$ cat config.mk
export PLATFORM = sky130hd
export DESIGN_NAME = pipelined_barrel_shifter
export DESIGN_NICKNAME = d
export VERILOG_FILES = /design/src/rtl/shifter_pkg.sv /design/src/rtl/barrel_shift_stage.sv /design/src/rtl/pipelined_barrel_shifter.sv
export SDC_FILE = /design/constraint.sdc
export NUM_CORES = 1
export LEC_CHECK = 0
export CAP_MARGIN = 20
export CORE_MARGIN = 10
export CORE_UTILIZATION = 64
export DETAILED_ROUTE_END_ITERATION = 8
export GPL_TIMING_DRIVEN = 0
export HOLD_SLACK_MARGIN = 0.15
export PLACE_DENSITY = 0.95
export REMOVE_ABC_BUFFERS = 1
export SYNTH_ARGS = -nofsm -noshare
export SYNTH_HDL_FRONTEND = slang
export SYNTH_HIERARCHICAL = 1
export SYNTH_SLANG_ARGS = --single-unit
export TNS_END_PERCENT = 100
$ cat constraint.sdc
create_clock -name clock -period 3.2 [get_ports clock]
set_clock_uncertainty 0.15 [all_clocks]
set_input_delay 0.64 -clock clock [delete_from_list [all_inputs] [get_ports clock]]
set_output_delay 0.64 -clock clock [all_outputs]
set_load 0.03 [all_outputs]
$ cat src/rtl/shifter_pkg.sv
`default_nettype none
// ----------------------------------------------------------------------
// shifter_pkg -- op encodings and clog2 helper for the barrel shifter
// rev 1.0
// ----------------------------------------------------------------------
package shifter_pkg;

  localparam logic [1:0] SHIFT_OP_SHL  = 2'b00;
  localparam logic [1:0] SHIFT_OP_SHR  = 2'b01;
  localparam logic [1:0] SHIFT_OP_ROTR = 2'b10;
  localparam logic [1:0] SHIFT_OP_ROTL = 2'b11;

  function automatic int clog2(input int value);
    int result;
    result = 0;
    for (int i = 0; i < 31; i++) begin
      if ((1 << i) < value) result = i + 1;
    end
    return result;
  endfunction

endpackage
`default_nettype wire

$ cat src/rtl/barrel_shift_stage.sv
`default_nettype none
// ----------------------------------------------------------------------
// barrel_shift_stage -- one 2^STAGE_IDX shift/rotate mux plus stage regs
// rev 1.0
// ----------------------------------------------------------------------
module barrel_shift_stage
  import shifter_pkg::*;
#(
  parameter int WIDTH     = 32,
  parameter int TAG_W     = 4,
  parameter int STAGE_IDX = 0,
  parameter int SHW       = clog2(WIDTH)
) (
  input  logic             clock,
  input  logic             reset_n,
  input  logic             advance,
  input  logic             prev_valid,
  input  logic [WIDTH-1:0] prev_data,
  input  logic [1:0]       prev_op,
  input  logic [SHW-1:0]   prev_shamt,
  input  logic [TAG_W-1:0] prev_tag,
  output logic             valid,
  output logic [WIDTH-1:0] data,
  output logic [1:0]       op,
  output logic [SHW-1:0]   shamt,
  output logic [TAG_W-1:0] tag
);

  localparam int AMT = 1 << STAGE_IDX;

  logic [WIDTH-1:0] shifted;

  always_comb begin
    shifted = prev_data;
    if (prev_shamt[STAGE_IDX]) begin
      case (prev_op)
        SHIFT_OP_SHL:  shifted = prev_data << AMT;
        SHIFT_OP_SHR:  shifted = prev_data >> AMT;
        SHIFT_OP_ROTR: shifted = (prev_data >> AMT) | (prev_data << (WIDTH - AMT));
        default:       shifted = (prev_data << AMT) | (prev_data >> (WIDTH - AMT));
      endcase
    end
  end

  always_ff @(posedge clock) begin
    if (!reset_n) begin
      valid <= 1'b0;
      data  <= '0;
      op    <= '0;
      shamt <= '0;
      tag   <= '0;
    end else if (advance) begin
      valid <= prev_valid;
      data  <= shifted;
      op    <= prev_op;
      shamt <= prev_shamt;
      tag   <= prev_tag;
    end
  end

endmodule
`default_nettype wire

$ cat src/rtl/pipelined_barrel_shifter.sv
`default_nettype none
// ----------------------------------------------------------------------
// pipelined_barrel_shifter -- log2(WIDTH)-stage shift/rotate pipeline
// rev 1.0
// ----------------------------------------------------------------------
module pipelined_barrel_shifter
  import shifter_pkg::*;
#(
  parameter  int WIDTH  = 32,
  parameter  int TAG_W  = 4,
  localparam int SHW    = clog2(WIDTH),
  localparam int STAGES = SHW
) (
  input  logic             clock,
  input  logic             reset_n,
  input  logic             in_valid,
  output logic             in_ready,
  input  logic [WIDTH-1:0] in_data,
  input  logic [SHW-1:0]   in_shamt,
  input  logic [1:0]       in_op,
  input  logic [TAG_W-1:0] in_tag,
  output logic             out_valid,
  input  logic             out_ready,
  output logic [WIDTH-1:0] out_data,
  output logic [TAG_W-1:0] out_tag
);

  // Index 0 is the input port; index k+1 is the output of stage k.
  logic [STAGES:0]  valid_s;
  logic [WIDTH-1:0] data_s  [STAGES+1];
  logic [1:0]       op_s    [STAGES+1];
  logic [SHW-1:0]   shamt_s [STAGES+1];
  logic [TAG_W-1:0] tag_s   [STAGES+1];
  logic             advance;

  // Single global enable: stage 0 is only loaded when in_ready is high,
  // so feeding it raw in_valid is equivalent to in_valid && in_ready.
  assign advance  = !(out_valid && !out_ready);
  assign in_ready = advance;

  assign valid_s[0] = in_valid;
  assign data_s[0]  = in_data;
  assign op_s[0]    = in_op;
  assign shamt_s[0] = in_shamt;
  assign tag_s[0]   = in_tag;

  generate
    for (genvar k = 0; k < STAGES; k++) begin : g_stage
      barrel_shift_stage #(
        .WIDTH     (WIDTH),
        .TAG_W     (TAG_W),
        .STAGE_IDX (k),
        .SHW       (SHW)
      ) u_stage (
        .clock      (clock),
        .reset_n    (reset_n),
        .advance    (advance),
        .prev_valid (valid_s[k]),
        .prev_data  (data_s[k]),
        .prev_op    (op_s[k]),
        .prev_shamt (shamt_s[k]),
        .prev_tag   (tag_s[k]),
        .valid      (valid_s[k+1]),
        .data       (data_s[k+1]),
        .op         (op_s[k+1]),
        .shamt      (shamt_s[k+1]),
        .tag        (tag_s[k+1])
      );
    end
  endgenerate

  assign out_valid = valid_s[STAGES];
  assign out_data  = data_s[STAGES];
  assign out_tag   = tag_s[STAGES];

  logic unused_tail;
  assign unused_tail = ^{op_s[STAGES], shamt_s[STAGES]};

endmodule
`default_nettype wire

; Word-level counts from Yosys, hierarchy flattened
; Cells that the tools add are included.
[word_totals]
register_bits = 213
elab_cells = 59
input_bits = 47
output_inout_bits = 38
[classes]
reduce_logical = 8
n_mux = 10
bitwise_logic = 9
n_eq_ne = 9
[op_table]
columns = op, count
row1 = $pmux 32 s3, 4
row2 = $mux 32, 5
row3 = $pmux 32 s2, 1
row4 = $or 16x32->32, 1
row5 = $or 24x32->32, 1
row6 = $or 28x32->32, 1
row7 = $or 30x32->32, 1
row8 = $or 31x32->32, 1
row9 = $or 32x1->32, 1
row10 = $or 32x2->32, 1
row11 = $or 32x4->32, 1
row12 = $or 32x8->32, 1
row13 = $eq 2x1->1 const B, 5
row14 = $logic_not 2->1, 5
row15 = $eq 2x2->1 const B, 4
row16 = $logic_not 1->1, 2
row17 = $logic_and 1x1->1, 1

; Depth between registers and ports, before layout
[logic_depth]
depth_word = 3
mapped_depth = 6
depth_no_buf = 4

; Cells and area by module
; Netlist, hierarchy kept.
[modules_own_cells]
columns = module, seq_area_each_um2, cells_per_inst, area_per_inst_um2, n_inst
row1 = barrel_shift_stage (g_stage[1].u_stage), 880.8, 262, 2484.9, 1
row2 = barrel_shift_stage (g_stage[3].u_stage), 880.8, 263, 2458.6, 1
row3 = barrel_shift_stage (g_stage[2].u_stage), 880.8, 267, 2428.6, 1
row4 = barrel_shift_stage (g_stage[0].u_stage), 880.8, 257, 2327.2, 1
row5 = barrel_shift_stage (g_stage[4].u_stage), 880.8, 212, 1908.1, 1
row6 = pipelined_barrel_shifter, 0.0, 1, 6.3, 1

; Least setup slack after synthesis
; No wires, ideal clock.
[synth_timing]
kind = input to register
from = in out_ready
to = reg g_stage[3].u_stage.data[20]
cell_stages = 6
t_required_ns = 2.915
arrival_ns = 1.930
path_buffers = 3
slack_ns = 0.985
setup_ns = 0.135
cell_sequence = nand2b_1 buf_2 buf_2 clkbuf_1 nand3b_1 o41ai_2
[synth_via]
elab_chain_len = 2
[synth_lines]
columns = item, line_no
row1 = start: declaration, pipelined_barrel_shifter.sv:23  ; input logic out_ready,
row2 = $logic_not 1->1, pipelined_barrel_shifter.sv:38  ; assign advance = !(out_valid && !out_ready);
row3 = $logic_and 1x1->1, pipelined_barrel_shifter.sv:38
row4 = end signal: assignment, barrel_shift_stage.sv:54  ; data <= shifted;
row5 = end: declaration, barrel_shift_stage.sv:23  ; output logic [WIDTH-1:0] data,
; Every way passes these cells.
; A chain may end at the register's enable or synchronous reset.

; Final worst setup path
[layout_timing]
from = in out_ready
to = out in_ready
[layout_via]
elab_chain_len = 3
[layout_lines]
columns = item, line_no
row1 = $logic_not 1->1, pipelined_barrel_shifter.sv:38
row2 = $logic_and 1x1->1, pipelined_barrel_shifter.sv:38
row3 = $logic_not 1->1, pipelined_barrel_shifter.sv:38
row4 = end: declaration, pipelined_barrel_shifter.sv:17  ; output logic in_ready,
; Every way passes these cells.

==> metrics.md <==
| Metric | Value |
|---|---|
| Synth Instances | 1211 |
| TritonCTS clock tree | done |
| Root Buffer | clkbuf_16 |
| Finished Cell Area | 0.01252 mm^2 |
| First-pass GRT wire length | 43.79 mm |
| Die area | 0.02283 mm^2 |
| Die X | 151.1 um |
| Int Power | 4.288 mW |
| Avg Cell Area, Syn | 9.081 um^2 |
| Clock power frac | 37.8% |
| CTS Buffer Depth | 3 |
| Hold slack | 341.5 ps |
| Fin util | 74.99% |
| Headroom to the max-slew limit | 24.96% |
| Tmin final | 3143 ps |
| Final-report setup violation count | 0 |
| Crit path kind | in2out |
| Area after DPL | 0.01175 mm^2 |
| Sinks on Clock Net | 203 |
| Worst skew pair latency | 500 ps |
| Flip-flop and latch area | 0.004064 mm^2 |
| Tot Pwr | 5.817 mW |
| Multi-input logic area | 0.006367 mm^2 |
| Vias post-DR | 9430 |
| IO Pins | 85 |
| Peak supply drop | 0.3335 mV |
| Layout area overhead | 13.88% |
| Worst-Margin Slew | 1124 ps |
| NumNets Final | 1262 |
| Initial Util | 65.85% |
| Number of synthesis warnings | 6 |
| Min-delay worst type | reg2reg |
| Critical path buffer and inverter count | 4 |
| Pwr dens | 464.5 mW/mm^2 |
| CP max stage cell | clkdlybuf4s50_1 |
| Initial antenna violation count | 0 |
| Avg WL per Cell | 19.41 um |
| Tot GR Track Use | 22.68% |
| TritonRoute pass-1 iters | 8 |
| Total core area | 0.01670 mm^2 |
| DRT iter0 DRCs | 1325 |
| P_sw | 1.529 mW |
| Layout cell share with drive strength beyond 1 | 10.75% |
| Inserted Diodes | 0 |
| Hold-fix buffers at CTS | 0 |
| CP Cell Sequence | clkdlybuf4s50_1 -> nand2b_4 -> buf_16 -> buf_16 -> clkdlybuf4s15_2 |
| Cell family with most CP delay | buffers and inverters |
| Outcome | finished, final reports clean |
| Final worst slack | 56.88 ps |
| P_leak | 4.790 nW |
| RSZ-0062 raised after global routing | no |
| Worst EP required | 2410 ps |
| Crit path launch type | input pin |
| Largest net degree at the start of global routing | 142 |
| H-tree levels | 1 |
| GP Congestion | 0.8576 |
| Clock-pin slew on the worst setup and hold paths | 60 ps |
| Worst EP arrival | 2350 ps |
| Sequential power share | 49.2% |
| Detailed Place HPWL | 16.58 mm |
| Mapped Area | 0.01100 mm^2 |
| Final Hold Fails | 0 |
| Final WL | 28.11 mm |
| CP most frequent cell | buf_16 |
| Pre-CTS WS | -886.1 ps |
| Max incr delay on CP | 630 ps |
| Rows | 47 |
| Total CTS buffers | 21 |
| Switching share of power | 26.28% |
| Via density | 6.512 |
| Worst setup EP type | primary output |
| Tcrit/Tclk final | 98.22% |
| Largest fanout on the critical path | 43 |
| Vias in the first global route | 8765 |
| Die Y | 151.1 um |
| Max cap viols | 0 |
| PortBufs | 84 |
| Max Fclk | 318.2 MHz |
| Congestion Overflow GR | 0 |
| # DRC | 0 |
| Filler cells | 1165 |
| Antenna-violating nets left | 0 |
| Pins Over Slew Limit | 0 |
| Logic pwr share | 13.0% |
==> metal layers <==
layer	up-vias	global-route usage, %	part of all wire, %
met5	-	0	0
met4	0	7.603	3.1
met3	81	4.057	8.7
met2	509	37.91	48
met1	4423	28.92	40
li1	4417	-	-
==> flip-flops by register name (all words and copies together), names as in the netlist <==
register               flops
g_stage.u_stage/valid      5
g_stage.u_stage/op         8
g_stage.u_stage/data     160
g_stage.u_stage/tag       20
g_stage.u_stage/shamt     10
==> final timing paths <==
kind / end / depth (start not counted) / slack (ps) / startpoint
max: in_ready / 5 / 60 / out_ready
min: g_stage[3].u_stage/data[4] / 2 / 340 / g_stage[3].u_stage/data[4]
max reg2reg: g_stage[2].u_stage/data[24] / 5 / 580 / g_stage[4].u_stage/valid
min reg2reg: g_stage[3].u_stage/data[4] / 2 / 340 / g_stage[3].u_stage/data[4]
==> power groups by stage <==
| stage | Clock, mW | Sequential (mW) | Combinational [mW] |
|---|---|---|---|
| 2_1_floorplan | 0 | 2.88 | 0.442 |
| 3_3_place_gp | 0 | 2.91 | 0.671 |
| 3_5_place_dp | 0 | 2.91 | 0.711 |
| 4_1_cts | 2.21 | 2.86 | 0.722 |
| 5_1_grt | 2.32 | 2.88 | 0.814 |
| 6_report | 2.20 | 2.86 | 0.754 |
==> through the flow <==
step,TNS [ps],cells
6_report,0,1448
3_3_place_gp,-1048060,1395
3_5_place_dp,-28350,1403
4_1_cts,0,1443
2_1_floorplan,-571240,1091
5_1_grt,0,1448
==> repair_timing <==
item                                    CTS  global route
endpoints found under the setup margin   33             2
gates resized for setup                   3             1
cloned                                    3             1
buffers inserted                          1             0
==> worst min-delay path, delay by kind of cell (launching register included) <==
kind	cells	cell delay [ps]
flip-flops	1	310
AND/OR/NAND/NOR	1	80
AO/OA/AOI/OAI	1	60
==> final cells by class <==
class	instances	area share [%]
clock buffers	33	4.636
clock inverters	3	0.1199
inverters	4	0.1199
multi-input cells	886	50.84
flip-flops and latches	203	32.45
well taps	220	2.198
repair buffers	99	9.631
==> layout by cell type (no fill, tap or decap), drive strengths merged <==
cell type / count
nor3: 52
o21a: 1
nand2: 2
a31oi: 12
a221oi: 30
a21oi: 44
dfxtp: 203
nor2b: 132
xor2: 1
nor2: 41
nand2b: 16
and2: 17
o21ai: 196
o41ai: 16
buf: 14
a221o: 4
clkdlybuf4s15: 1
clkbuf: 34
nand3b: 128
and2b: 4
bufbuf: 1
clkdlybuf4s50: 82
xnor2: 4
clkinv: 3
nor3b: 14
inv: 4
mux2: 80
mux2i: 51
o31ai: 40
and4: 1
Note: power is estimated with default switching activity, not from simulation.
